===== src/rtl/reg_dst_pipe_pkg.sv =====
// Shared encodings and default widths for the write-destination pipeline.
package cpu_defs;

   localparam int AW_DEF       = 5;
   localparam int TW_DEF       = 2;
   localparam int LINK_REG_DEF = 31;

   typedef enum logic [1:0] {
      REG_DST_RT   = 2'b00,
      REG_DST_RD   = 2'b01,
      REG_DST_LINK = 2'b10,
      REG_DST_COND = 2'b11
   } reg_dst_e;

   typedef enum logic [1:0] {
      FWD_RF = 2'b00,
      FWD_E  = 2'b01,
      FWD_M  = 2'b10,
      FWD_W  = 2'b11
   } fwd_e;

endpackage


===== src/rtl/reg_dst_pipe_if.sv =====
// D-stage instruction fields in, tracked destinations and hazard/forward controls out.
interface reg_dst_pipe_if import cpu_defs::*; #(
   parameter int AW = AW_DEF,
   parameter int TW = TW_DEF
) ();

   logic [AW-1:0] rs_d;
   logic [AW-1:0] rt_d;
   logic [AW-1:0] rd_d;
   logic [1:0]    reg_dst_d;
   logic          cond_d;
   logic [TW-1:0] tnew_d;
   logic [TW-1:0] tuse_rs_d;
   logic [TW-1:0] tuse_rt_d;

   logic          stall_req;
   logic [1:0]    fwd_rs_d;
   logic [1:0]    fwd_rt_d;
   logic [AW-1:0] a3_e;
   logic [AW-1:0] a3_m;
   logic [AW-1:0] a3_w;
   logic [TW-1:0] tnew_e;
   logic [TW-1:0] tnew_m;

   modport master (
      output rs_d, rt_d, rd_d, reg_dst_d, cond_d, tnew_d, tuse_rs_d, tuse_rt_d,
      input  stall_req, fwd_rs_d, fwd_rt_d, a3_e, a3_m, a3_w, tnew_e, tnew_m
   );

   modport slave (
      input  rs_d, rt_d, rd_d, reg_dst_d, cond_d, tnew_d, tuse_rs_d, tuse_rt_d,
      output stall_req, fwd_rs_d, fwd_rt_d, a3_e, a3_m, a3_w, tnew_e, tnew_m
   );

endinterface


===== src/rtl/reg_dst_pipe_hazard_src_check.sv =====
// Stall and forward-select decision for one D-stage source register.
module hazard_src_check import cpu_defs::*; #(
   parameter int AW = AW_DEF,
   parameter int TW = TW_DEF
) (
   input  logic [AW-1:0] src,
   input  logic [TW-1:0] tuse,
   input  logic [AW-1:0] a3_e,
   input  logic [TW-1:0] tnew_e,
   input  logic [AW-1:0] a3_m,
   input  logic [TW-1:0] tnew_m,
   input  logic [AW-1:0] a3_w,
   output logic          stall,
   output logic [1:0]    fwd
);

   logic hit_e, hit_m, hit_w;

   // $0 never matches, so bubbles and non-writing instructions are invisible
   assign hit_e = (src != '0) && (a3_e == src);
   assign hit_m = (src != '0) && (a3_m == src);
   assign hit_w = (src != '0) && (a3_w == src);

   assign stall = (hit_e && (tnew_e > tuse)) || (hit_m && (tnew_m > tuse));

   // youngest match wins; a not-yet-ready young match hides older copies
   always_comb begin
      fwd = FWD_RF;
      if (hit_e)
         fwd = (tnew_e == '0) ? FWD_E : FWD_RF;
      else if (hit_m)
         fwd = (tnew_m == '0) ? FWD_M : FWD_RF;
      else if (hit_w)
         fwd = FWD_W;
   end

endmodule


===== src/rtl/reg_dst_pipe.sv =====
// Decodes the write destination in D and tracks it with its Tnew through E/M/W,
// producing the D-stage stall request and rs/rt forwarding selects.
module reg_dst_pipe import cpu_defs::*; #(
   parameter int AW       = AW_DEF,
   parameter int LINK_REG = LINK_REG_DEF,
   parameter int TW       = TW_DEF
) (
   input logic           clk,
   input logic           reset,
   reg_dst_pipe_if.slave bus
);

   logic [AW-1:0]         a3_dec;
   logic [AW-1:0]         a3_e_q, a3_m_q, a3_w_q;
   logic [TW-1:0]         tnew_e_q, tnew_m_q;
   logic                  stall;
   logic [1:0][AW-1:0]    src;
   logic [1:0][TW-1:0]    tuse;
   logic [1:0]            stall_src;
   logic [1:0][1:0]       fwd_src;

   // destination select; conditional link with a false condition writes nothing
   always_comb begin
      a3_dec = '0;
      case (reg_dst_e'(bus.reg_dst_d))
         REG_DST_RT:   a3_dec = bus.rt_d;
         REG_DST_RD:   a3_dec = bus.rd_d;
         REG_DST_LINK: a3_dec = AW'(LINK_REG);
         REG_DST_COND: a3_dec = bus.cond_d ? AW'(LINK_REG) : '0;
         default:      a3_dec = '0;
      endcase
   end

   assign src[0]  = bus.rs_d;
   assign src[1]  = bus.rt_d;
   assign tuse[0] = bus.tuse_rs_d;
   assign tuse[1] = bus.tuse_rt_d;

   for (genvar s = 0; s < 2; s++) begin : g_src
      hazard_src_check #(.AW(AW), .TW(TW)) u_chk (
         .src    (src[s]),
         .tuse   (tuse[s]),
         .a3_e   (a3_e_q),
         .tnew_e (tnew_e_q),
         .a3_m   (a3_m_q),
         .tnew_m (tnew_m_q),
         .a3_w   (a3_w_q),
         .stall  (stall_src[s]),
         .fwd    (fwd_src[s])
      );
   end

   assign stall = |stall_src;

   // advance E/M/W every cycle; a stall drops a bubble into E while D is held
   always_ff @(posedge clk or negedge reset) begin
      if (!reset) begin
         a3_e_q   <= '0;
         tnew_e_q <= '0;
         a3_m_q   <= '0;
         tnew_m_q <= '0;
         a3_w_q   <= '0;
      end else begin
         a3_e_q   <= stall ? '0 : a3_dec;
         tnew_e_q <= stall ? '0 : bus.tnew_d;
         a3_m_q   <= a3_e_q;
         tnew_m_q <= (tnew_e_q == '0) ? '0 : tnew_e_q - TW'(1);
         a3_w_q   <= a3_m_q;
      end
   end

   assign bus.stall_req = stall;
   assign bus.fwd_rs_d  = fwd_src[0];
   assign bus.fwd_rt_d  = fwd_src[1];
   assign bus.a3_e      = a3_e_q;
   assign bus.a3_m      = a3_m_q;
   assign bus.a3_w      = a3_w_q;
   assign bus.tnew_e    = tnew_e_q;
   assign bus.tnew_m    = tnew_m_q;

endmodule

===== src/flat_wrapper.sv =====
// flat-port wrapper written by rule: the top's interface ports become plain ports
module reg_dst_pipe_flat import cpu_defs::*;
#(
   parameter int AW       = AW_DEF,
   parameter int LINK_REG = LINK_REG_DEF,
   parameter int TW       = TW_DEF
)
  (clk, reset, bus_rs_d, bus_rt_d, bus_rd_d, bus_reg_dst_d, bus_cond_d, bus_tnew_d, bus_tuse_rs_d, bus_tuse_rt_d, bus_stall_req, bus_fwd_rs_d, bus_fwd_rt_d, bus_a3_e, bus_a3_m, bus_a3_w, bus_tnew_e, bus_tnew_m);
  reg_dst_pipe_if #(.AW(AW), .TW(TW)) bus_i ();
  input logic clk;
  input logic reset;
  input wire logic [$bits(bus_i.rs_d)-1:0] bus_rs_d;
  input wire logic [$bits(bus_i.rt_d)-1:0] bus_rt_d;
  input wire logic [$bits(bus_i.rd_d)-1:0] bus_rd_d;
  input wire logic [$bits(bus_i.reg_dst_d)-1:0] bus_reg_dst_d;
  input wire logic [$bits(bus_i.cond_d)-1:0] bus_cond_d;
  input wire logic [$bits(bus_i.tnew_d)-1:0] bus_tnew_d;
  input wire logic [$bits(bus_i.tuse_rs_d)-1:0] bus_tuse_rs_d;
  input wire logic [$bits(bus_i.tuse_rt_d)-1:0] bus_tuse_rt_d;
  output wire logic [$bits(bus_i.stall_req)-1:0] bus_stall_req;
  output wire logic [$bits(bus_i.fwd_rs_d)-1:0] bus_fwd_rs_d;
  output wire logic [$bits(bus_i.fwd_rt_d)-1:0] bus_fwd_rt_d;
  output wire logic [$bits(bus_i.a3_e)-1:0] bus_a3_e;
  output wire logic [$bits(bus_i.a3_m)-1:0] bus_a3_m;
  output wire logic [$bits(bus_i.a3_w)-1:0] bus_a3_w;
  output wire logic [$bits(bus_i.tnew_e)-1:0] bus_tnew_e;
  output wire logic [$bits(bus_i.tnew_m)-1:0] bus_tnew_m;
  assign bus_i.rs_d = bus_rs_d;
  assign bus_i.rt_d = bus_rt_d;
  assign bus_i.rd_d = bus_rd_d;
  assign bus_i.reg_dst_d = bus_reg_dst_d;
  assign bus_i.cond_d = bus_cond_d;
  assign bus_i.tnew_d = bus_tnew_d;
  assign bus_i.tuse_rs_d = bus_tuse_rs_d;
  assign bus_i.tuse_rt_d = bus_tuse_rt_d;
  assign bus_stall_req = bus_i.stall_req;
  assign bus_fwd_rs_d = bus_i.fwd_rs_d;
  assign bus_fwd_rt_d = bus_i.fwd_rt_d;
  assign bus_a3_e = bus_i.a3_e;
  assign bus_a3_m = bus_i.a3_m;
  assign bus_a3_w = bus_i.a3_w;
  assign bus_tnew_e = bus_i.tnew_e;
  assign bus_tnew_m = bus_i.tnew_m;
  reg_dst_pipe #(.AW(AW), .LINK_REG(LINK_REG), .TW(TW)) u_core (.clk(clk), .reset(reset), .bus(bus_i));
endmodule

===== config.mk =====
export PLATFORM = sky130hd
export DESIGN_NAME = reg_dst_pipe_flat
export DESIGN_NICKNAME = d
export VERILOG_FILES = /design/src/rtl/reg_dst_pipe_pkg.sv /design/src/rtl/reg_dst_pipe_if.sv /design/src/rtl/reg_dst_pipe_hazard_src_check.sv /design/src/rtl/reg_dst_pipe.sv /design/src/flat_wrapper.sv
export SDC_FILE = /design/constraint.sdc
export NUM_CORES = 1
export LEC_CHECK = 0
export CAP_MARGIN = 5
export CORE_MARGIN = 1
export CORE_UTILIZATION = 27
export CTS_CLUSTER_SIZE = 24
export DETAILED_ROUTE_END_ITERATION = 7
export GPL_TIMING_DRIVEN = 0
export PLACE_DENSITY_LB_ADDON = 0.1
export SYNTH_ARGS = -nofsm -noshare
export SYNTH_HDL_FRONTEND = slang
export SYNTH_SLANG_ARGS = --single-unit

===== constraint.sdc =====
create_clock -name clk -period 2.22 [get_ports clk]
set_clock_uncertainty 0.05 [all_clocks]
set_input_delay 0.555 -clock clk [delete_from_list [all_inputs] [get_ports clk]]
set_output_delay 0.555 -clock clk [all_outputs]
set_load 0.02 [all_outputs]

# Word level (Yosys, flattened, before mapping)
# Cells that the tools add are included.
dict set report word_totals {
  ff_bits 19
  inputBits 26
  word_cells 50
}
dict set report op_classes {
  addsub 1
  magnitude_cmp 4
  eq_ne 9
  n_mux 13
  reduce_logical 18
}
# op n
set op_table {}
lappend op_table {{$eq A5 B5 Y1} 6}
lappend op_table {{$pmux W5 S4} 1}
lappend op_table {{$mux W2} 9}
lappend op_table {{$logic_and A1 B1 Y1} 10}
lappend op_table {{$mux W5} 2}
lappend op_table {{$reduce_bool A5 Y1} 2}
lappend op_table {{$gt A2 B2 Y1} 4}
lappend op_table {{$logic_not A2 Y1} 3}
lappend op_table {{$eq A2 B2 Y1 const B} 2}
lappend op_table {{$eq A2 B1 Y1 const B} 1}
lappend op_table {{$logic_or A1 B1 Y1} 2}
lappend op_table {{$reduce_or A2 Y1} 1}
lappend op_table {{$sub A2 B1 Y2 const B} 1}
lappend op_table {{$mux W1} 1}

# Longest topological paths before layout
# Gate-level depths: netlist (run 1).
dict set report logic_depth {
  word_depth 6
  mapped_depth 8
  depth_no_buf 7
}

# By module
# A second synthesis (run 1) with hierarchy kept.
dict set report hier_totals {
  cells_unflattened 130
  area_unflattened_um2 1296.2
}
# module n_inst cells_each area_per_inst_um2
set modules_own_cells {}
lappend modules_own_cells {hazard_src_check 2 45 330.3}
lappend modules_own_cells {reg_dst_pipe 1 40 635.6}

# Worst setup path after synthesis (run 1)
# No wires, ideal clock.
dict set report synth_path {
  path_type {input to output}
  from {in bus_rt_d[1]}
  to {out bus_fwd_rt_d[0]}
  arrival_ps 2036
  required_ps 1615
  setup_slack_ps -421
  path_stages 4
  cell_sequence {or4_4 o211a_1 and2_1 o31ai_1}
}
dict set report synth_via {
  elab_chain_cells 5
  elab_cells_between_ends 10
  cone_classes {eq/ne: 3; mux: 3; reduce/logical: 4}
}
# element line_no
set synth_rtl {}
lappend synth_rtl {{start, declared} flat_wrapper.sv:13} ;# input wire logic [$bits(bus_i.rt_d)-1:0] bus_rt_d;
lappend synth_rtl {{$eq A5 B5 Y1 or $reduce_bool A5 Y1 (tied branches)} {reg_dst_pipe_hazard_src_check.sv:22, reg_dst_pipe_hazard_src_check.sv:20, reg_dst_pipe_hazard_src_check.sv:21}}
lappend synth_rtl {{$logic_and A1 B1 Y1} reg_dst_pipe_hazard_src_check.sv:22} ;# assign hit_w = (src != '0) && (a3_w == src);
lappend synth_rtl {{$mux W2} reg_dst_pipe_hazard_src_check.sv:33} ;# else if (hit_w)
lappend synth_rtl {{$mux W2} reg_dst_pipe_hazard_src_check.sv:31} ;# else if (hit_m)
lappend synth_rtl {{$mux W2 (*)} reg_dst_pipe_hazard_src_check.sv:29} ;# if (hit_e)
lappend synth_rtl {{end, declared} flat_wrapper.sv:22} ;# output wire logic [$bits(bus_i.fwd_rt_d)-1:0] bus_fwd_rt_d;
# Mark *: on every way between the ends. The rest lies on a longest branch, timed or not.

# Worst setup path after layout (run 1)
dict set report layout_path {
  from {in bus_rs_d[2]}
  to {out bus_fwd_rs_d[1]}
}
dict set report layout_via {
  elab_chain_cells 5
  elab_cells_between_ends 10
  cone_classes {eq/ne: 3; mux: 3; reduce/logical: 4}
}
# element line_no
set layout_rtl {}
lappend layout_rtl {{start, declared} flat_wrapper.sv:12} ;# input wire logic [$bits(bus_i.rs_d)-1:0] bus_rs_d;
lappend layout_rtl {{$eq A5 B5 Y1 or $reduce_bool A5 Y1 (tied branches)} {reg_dst_pipe_hazard_src_check.sv:22, reg_dst_pipe_hazard_src_check.sv:20, reg_dst_pipe_hazard_src_check.sv:21}}
lappend layout_rtl {{$logic_and A1 B1 Y1} reg_dst_pipe_hazard_src_check.sv:22}
lappend layout_rtl {{$mux W2} reg_dst_pipe_hazard_src_check.sv:33}
lappend layout_rtl {{$mux W2} reg_dst_pipe_hazard_src_check.sv:31}
lappend layout_rtl {{$mux W2 (*)} reg_dst_pipe_hazard_src_check.sv:29}
lappend layout_rtl {{end, declared} flat_wrapper.sv:21} ;# output wire logic [$bits(bus_i.fwd_rs_d)-1:0] bus_fwd_rs_d;
# Marked as above.

==> results of run 1 <==
flip-flops by register name, summed over array words and instances, names as in the netlist:
register	cells
u_core.bus.a3_e	5
u_core.bus.a3_m	5
u_core.bus.a3_w	5
u_core.bus.tnew_e	2
u_core.bus.tnew_m	2
kinds of logic (layout without fill, tap and decap cells):
logic type      Yosys count  after routing  synth area share (%)
simple gates             43             43                 21.40
buf+inv                   9             68                 3.551
compound gates           23             23                 13.30
xor+xnor                 30             30                 19.13
flops                    19             19                 34.61
fa+ha+maj                 8              8                 7.286
mux                       1              1                0.7286
final timing paths:
path	to	slack [ps]	cells past startpoint
worst max-delay path	bus_fwd_rs_d[1]	-510	7
worst min-delay path	u_core.bus.a3_w[2]$_DFF_PN0_	420	0
worst max register to register	u_core.bus.a3_e[4]$_DFF_PN0_	400	7
worst min register to register	u_core.bus.a3_w[2]$_DFF_PN0_	420	0
max in group asynchronous	u_core.bus.a3_w[3]$_DFF_PN0_	860	1
min in group asynchronous	u_core.bus.tnew_e[1]$_DFF_PN0_	740	1
critical path, cell delays in order:
cell	delay (ps)
buf_8	90
or4_4	560
o211a_4	260
a211oi_2	220
a31o_1	130
nor3b_4	170
buf_6	140
stage by stage:
stage,utilization [%],cells,setup TNS [ps]
global route,45.64,259,-2348
finish,45.64,259,-2084
floorplan,-,133,-1365
detailed placement,40.36,247,-9892
CTS,44.05,256,-2277
global placement,40.36,247,-9982
layout make-up:
class                      count  area (um2)  share of cell area [%]
buffer                         3       30.03                   1.366
clock buffer                   3       41.29                   1.878
clock inverter                 1       5.005                  0.2277
inverter                       6       22.52                   1.024
multi-input combinational    105       991.0                   45.08
sequential                    19       475.5                   21.63
tap                           67       83.83                   3.813
timing repair buffer          55       549.3                   24.99
metal layers:
metal / routed length (um) / up-vias
li1: - / 578
met1: 1703 / 552
met2: 1793 / 33
met3: 135 / 4
met4: 40 / 0
met5: 0 / -
layout by cell type, fill, tap and decap left out, types with 4 or more instances in the layout:
cell	n
ha_4	4
xnor2_1	16
buf_6	9
o21ai_0	10
inv_1	4
nor2_1	8
clkdlybuf4s50_1	31
buf_4	10
xor2_1	14
dfrtp_1	19
nor3_2	6
power by group through the flow:
stage	Sequential [W]	Clock (W)	Combinational, W
2_1_floorplan	0.000514	0	0.000230
3_3_place_gp	0.000474	0	0.000493
3_5_place_dp	0.000476	0	0.000502
4_1_cts	0.000472	0.000243	0.000543
5_1_grt	0.000481	0.000256	0.000620
6_report	0.000471	0.000235	0.000569
timing repair:
item,CTS,global route
pin swaps,10,11
endpoints found under the setup margin,12,5
resized for setup,89,13
buffers inserted,5,3
==> impl_metrics.csv, run 1 <==
group,metric,value,unit
floorplanning,start_util,28.52,%
pwr,p_comb_share,44.6,%
timing,tightest_slew,850.5,ps
synth,postSynthCellCount,133,
timing,period_share,123.2,%
global_route,use_met1,20.82,%
global_route,grt_usage,15.25,%
cells_and_area,antenna_cells,0,
pwr,pwr-share-seq,36.9,%
clock_network,cts.htree.levels,1,
synth,ys_warn_count,0,
critical_path,r2r_start,"u_core.bus.tnew_m[1]$_DFF_PN0_",
synth,synth_edf_count,0,
global_route,grt-ovfl-total,0,
pwr,intPower,0.0008193,W
route,ant_nets,0,
global_route,busiest_layer,"met2",
timing,worst_slack,-514.7,ps
pwr,swShare,35.75,%
cells_and_area,drive_gt1_share,32.81,%
route,vias,1167,
run,cap_violations,0,
global_route,antenna_found_initial,0,
critical_path,startpoint_type,"primary input",
synth,avgSynthCellArea,10.33,um2
synth,yosysTopAreaCell,"dfrtp_1",
pwr,p_clk_share,18.5,%
route,drt_first_pass_iters,4,
route,via_per_inst,4.506,
critical_path,startpoint,"bus_rs_d[2]",
outcome,failed_checks,"setup timing",
timing,finalSetupViolations,5,
placement,place_hpwl,2896,um
timing,hold_ws,422.7,ps
route,wl_per_cell,14.18,um
placement,gp_congestion,0.6842,
timing,relSlewSlack,43.12,%
timing,slew_violations,0,
synth,async_flop_share,100.0,%
floorplanning,core,4817,um2
synth,yosysMostFrequentCell,"dfrtp_1",
synth,ys_types,36,
synth,netlist_area,1374,um2
route,drcViolationCount,0,
pwr,vdd_ir_drop_max,0.0002868,V
clock_network,cts_buffers,3,
global_route,met3_usage,1.783,%
floorplanning,die_x,73.33,um
critical_path,endpoint_kind,"primary output",
floorplanning,ios,50,
global_route,met2_usage,25.72,%
synth,dominantRegCellSynth,"dfrtp_1",
route,drt_iter0_markers,28,
clock_network,worstSkewPairLatency,250,ps
global_route,grt_pass1_vias,1242,
cells_and_area,layout.nets,227,
clock_network,cts_tree,"done",
clock_network,cts_hold_buf,0,
synth,yosysTopAreaCellShare,34.61,%
synth,synth-seq-cells,19,
synth,synth_commonest_cells,"19 x dfrtp_1, 16 x xnor2_1, 14 x xor2_1",
global_route,grt_max_degree,20,
synth,seq_area_frac_synth,34.61,%
global_route,grt_first_pass_wirelength,6127,um
cells_and_area,syn2layout_area_growth,60.02,%
min_path,hold_path_startpoint,"u_core.bus.a3_m[2]$_DFF_PN0_",
placement,postPlaceCellArea,1944,um2
critical_path,cp.arrival,2130,ps
floorplanning,num_rows,25,
timing,finalHoldViolCount,0,
clock_network,cts.sinks,19,
placement,numPortBuffers,47,
synth,synth_nets,167,
timing,fmax,0.3657,GHz
cells_and_area,fin_area,2198,um2
clock_network,clock-root-buffer,"clkbuf_8",
pwr,netSwitchingPower,0.0004559,W
min_path,min_path_type,"register to register",
cells_and_area,nFillCells,486,
critical_path,crit_fanout,2,
critical_path,crit_required,1620,ps
pwr,power_density,580.0,nW/um2
clock_network,clk_pin_slew,70,ps
synth,netlist_top_cells_area,"dfrtp_1 35%, xnor2_1 10%, xor2_1 8.9%, ha_1 7.3%, nor3_2 3.6%",
route,routed_wl,3673,um
pwr,power_leakage,0.8868,nW
floorplanning,dieHeight,73.33,um
timing,rsz0062_at_grt,"true",
outcome,outcome,"finished, violations left",
timing,layout_min_cycle_time,2735,ps
clock_network,cts_buffer_depth,2,
placement,pre_cts_slack,-1485,ps
pwr,p_total,0.001275,W
critical_path,crit_type,"primary input to primary output",
floorplanning,dieArea,5377,um2
Note: power is estimated with default switching activity, not from simulation.
==> inputs of run 2 (changes only) <==
SYNTH_HIERARCHICAL = 1   (was not set)
==> run 2 against run 1 <==
Largest power group unchanged. Via count rose by 1.3%. Sequential share of layout area rose by 0.78 points. Critical path depth rose by 2. Combinational power rose by 1%. The run ends with DRC, setup timing left. Wire length fell by 0.44%.
==> impl_metrics.csv, run 2 <==
group,metric,value,unit
cells_and_area,antenna_cells,0,
outcome,outcome,"finished, violations left",
clock_network,clock-root-buffer,"clkbuf_8",
cells_and_area,final_common_cell,"clkdlybuf4s50_1",
floorplanning,dieArea,5082,um2
global_route,antenna_found_initial,0,
timing,rsz0062_at_grt,"true",
clock_network,worstSkewPairLatency,250,ps
synth,ys_types,24,
synth,synth_commonest_cells,"20 x xor2_1, 19 x dfrtp_1, 10 x xnor2_1",
clock_network,cts_hold_buf,0,
min_path,hold_path_startpoint,"u_core/bus.a3_e[0]$_DFF_PN0_",
timing,finalHoldViolCount,0,
clock_network,cts_buffer_depth,2,
synth,avgSynthCellArea,9.971,um2
synth,synth_nets,164,
synth,dominantRegCellSynth,"dfrtp_1",
global_route,grt_max_degree,20,
synth,yosysMostFrequentCell,"xor2_1",
timing,fmax,0.4139,GHz
synth,seq_area_frac_synth,36.68,%
critical_path,cp_slowest_stage_delay,260,ps
timing,worst_slack,-196.3,ps
clock_network,cts.sinks,19,
synth,postSynthCellCount,130,
critical_path,reg2reg_to,"u_core/bus.a3_e[1]$_DFF_PN0_",
critical_path,endpoint_kind,"primary output",
route,ant_nets,0,
timing,slew_violations,0,
synth,yosysTopAreaCellShare,36.68,%
floorplanning,die_x,71.29,um
critical_path,crit_fanout,2,
synth,synth_edf_count,0,
placement,placed_cells,230,
floorplanning,start_util,28.97,%
timing,tightest_slew,876.7,ps
cells_and_area,mostFrequentLayoutCells,"29 x clkdlybuf4s50_1, 15 x xor2_1, 12 x dfrtp_1",
clock_network,cts.htree.levels,1,
route,routed_wl,3657,um
run,cap_violations,0,
synth,async_flop_share,100.0,%
critical_path,cp_slowest_cell,"or2_4",
synth,yosysTopAreaCell,"dfrtp_1",
floorplanning,dieHeight,71.29,um
timing,period_share,108.8,%
clock_network,cts_buffers,3,
clock_network,clk_pin_slew,70,ps
min_path,hold_end,"u_core/bus.a3_m[0]$_DFF_PN0_",
cells_and_area,nFillCells,411,
pwr,power_leakage,0.9011,nW
floorplanning,ios,50,
floorplanning,core,4474,um2
cells_and_area,layout.nets,227,
cells_and_area,syn2layout_area_growth,66.70,%
global_route,grt_usage,15.50,%
synth,netlist_top_cells_area,"dfrtp_1 37%, xor2_1 14%, ha_1 7.7%, xnor2_1 6.8%, mux2i_1 3.9%",
pwr,vdd_ir_drop_max,0.0002341,V
critical_path,reg2reg_depth,8,
timing,relSlewSlack,41.37,%
placement,gp_congestion,0.7873,
route,drt_iter0_markers,28,
route,wl_per_cell,14.99,um
cells_and_area,finalCoreUtilization,48.29,%
route,via_per_inst,4.844,
floorplanning,num_rows,24,
cells_and_area,final_cells,244,
critical_path,cp.arrival,1810,ps
placement,numPortBuffers,48,
global_route,grt_first_pass_wirelength,6120,um
min_path,min_path_type,"register to register",
global_route,grt-ovfl-total,0,
route,vias,1182,
cells_and_area,drive_gt1_share,39.58,%
global_route,grt_pass1_vias,1262,
timing,layout_min_cycle_time,2416,ps
outcome,failed_checks,"DRC, setup timing",
synth,synth-seq-cells,19,
critical_path,reg2reg_slack,330,ps
pwr,power_density,598.0,nW/um2
timing,finalSetupViolations,5,
synth,netlist_area,1296,um2
clock_network,cts_tree,"done",
critical_path,crit_required,1620,ps
critical_path,crit_type,"primary input to primary output",
placement,place_hpwl,2659,um
critical_path,r2r_start,"u_core/bus.tnew_e[1]$_DFF_PN0_",
route,drt_first_pass_iters,6,
synth,ys_warn_count,6,
min_path,hold_depth,0,
critical_path,cp_cell_sequence,"buf_2 -> inv_1 -> ha_4 -> nor2b_2 -> a2bb2oi_2 -> nand3_1 -> a21oi_1 -> or2_4 -> buf_6",
route,drcViolationCount,3,
critical_path,startpoint_type,"primary input",
==> run 2: per-layer routing <==
metal	vias up	track usage (%)	wire length, um
met5	-	0	0
met4	0	4.667	34
met3	4	2.391	161
met2	34	25.61	1736
met1	580	20.97	1724
li1	564	-	-
==> run 2: metrics by stage <==
step                area, um2  power (W)  hold WS, ps  TNS, ps  setup slack [ps]
floorplan                1296  0.0007154        209.4        0             7.869
global placement         1842  0.0009404        416.1    -7124             -1227
detailed placement       1842  0.0009459        414.0    -7325             -1232
CTS                      1999   0.001229        431.2   -540.4            -300.6
global route             2161   0.001373        431.1   -581.4            -258.2
finish                   2161   0.001292        413.2   -349.9            -196.3
==> run 2: layout make-up <==
type / count / area (um2) / share of cell area (%)
clock inverters: 1 / 5.005 / 0.2316
plain buffers: 1 / 11.26 / 0.5211
flip-flops and latches: 19 / 484.2 / 22.41
repair buffers: 59 / 554.3 / 25.65
well taps: 52 / 65.06 / 3.011
inverters: 9 / 33.78 / 1.563
clock buffers: 3 / 41.29 / 1.911
multi-input cells: 100 / 965.9 / 44.70
==> run 2: how the worst max path moves through the flow <==
stage	startpoint	endpoint	slack, ps	cells after the start
6_report	bus_tuse_rt_d[1]	bus_stall_req	-200	9
4_1_cts	u_core/bus.tnew_e[1]$_DFF_PN0_	bus_stall_req	-300	8
2_1_floorplan	bus_tuse_rt_d[1]	bus_stall_req	8	8
3_3_place_gp	bus_rs_d[4]	bus_stall_req	-1230	8
3_5_place_dp	bus_tuse_rs_d[1]	bus_stall_req	-1230	10
5_1_grt	u_core/bus.tnew_m[1]$_DFF_PN0_	bus_stall_req	-260	7
==> run 2: cell families after synthesis <==
logic type,Yosys count,share of synthesized area (%)
buffers and inverters,11,4.343
and+or+nand+nor,38,15.54
AOI/OAI and AO/OA,19,11.58
xor gates and xnor gates,30,20.27
muxes,5,3.861
DFF,19,36.68
adders and majority gates,8,7.722
==> run 2: what timing repair did <==
| action | 4_1_cts | 5_1_grt |
|---|---|---|
| pin swaps | 16 | 19 |
| buffers inserted | 7 | 4 |
| resized for setup | 108 | 30 |
| endpoints found under the setup margin | 10 | 5 |
==> run 2: critical path: cells and delay by family <==
family / cells / cell delay, ps
AOI/OAI and AO/OA: 2 / 180
and+or+nand+nor: 3 / 490
buffers and inverters: 3 / 350
adders and majority gates: 1 / 220
==> run 2: where the power goes <==
part	switching, W	total [W]	internal, W
Clock	0.000113	0.000238	0.000125
Combinational	0.000267	0.000577	0.000311
Sequential	0.0000803	0.000477	0.000397
Total	0.000460	0.00129	0.000832
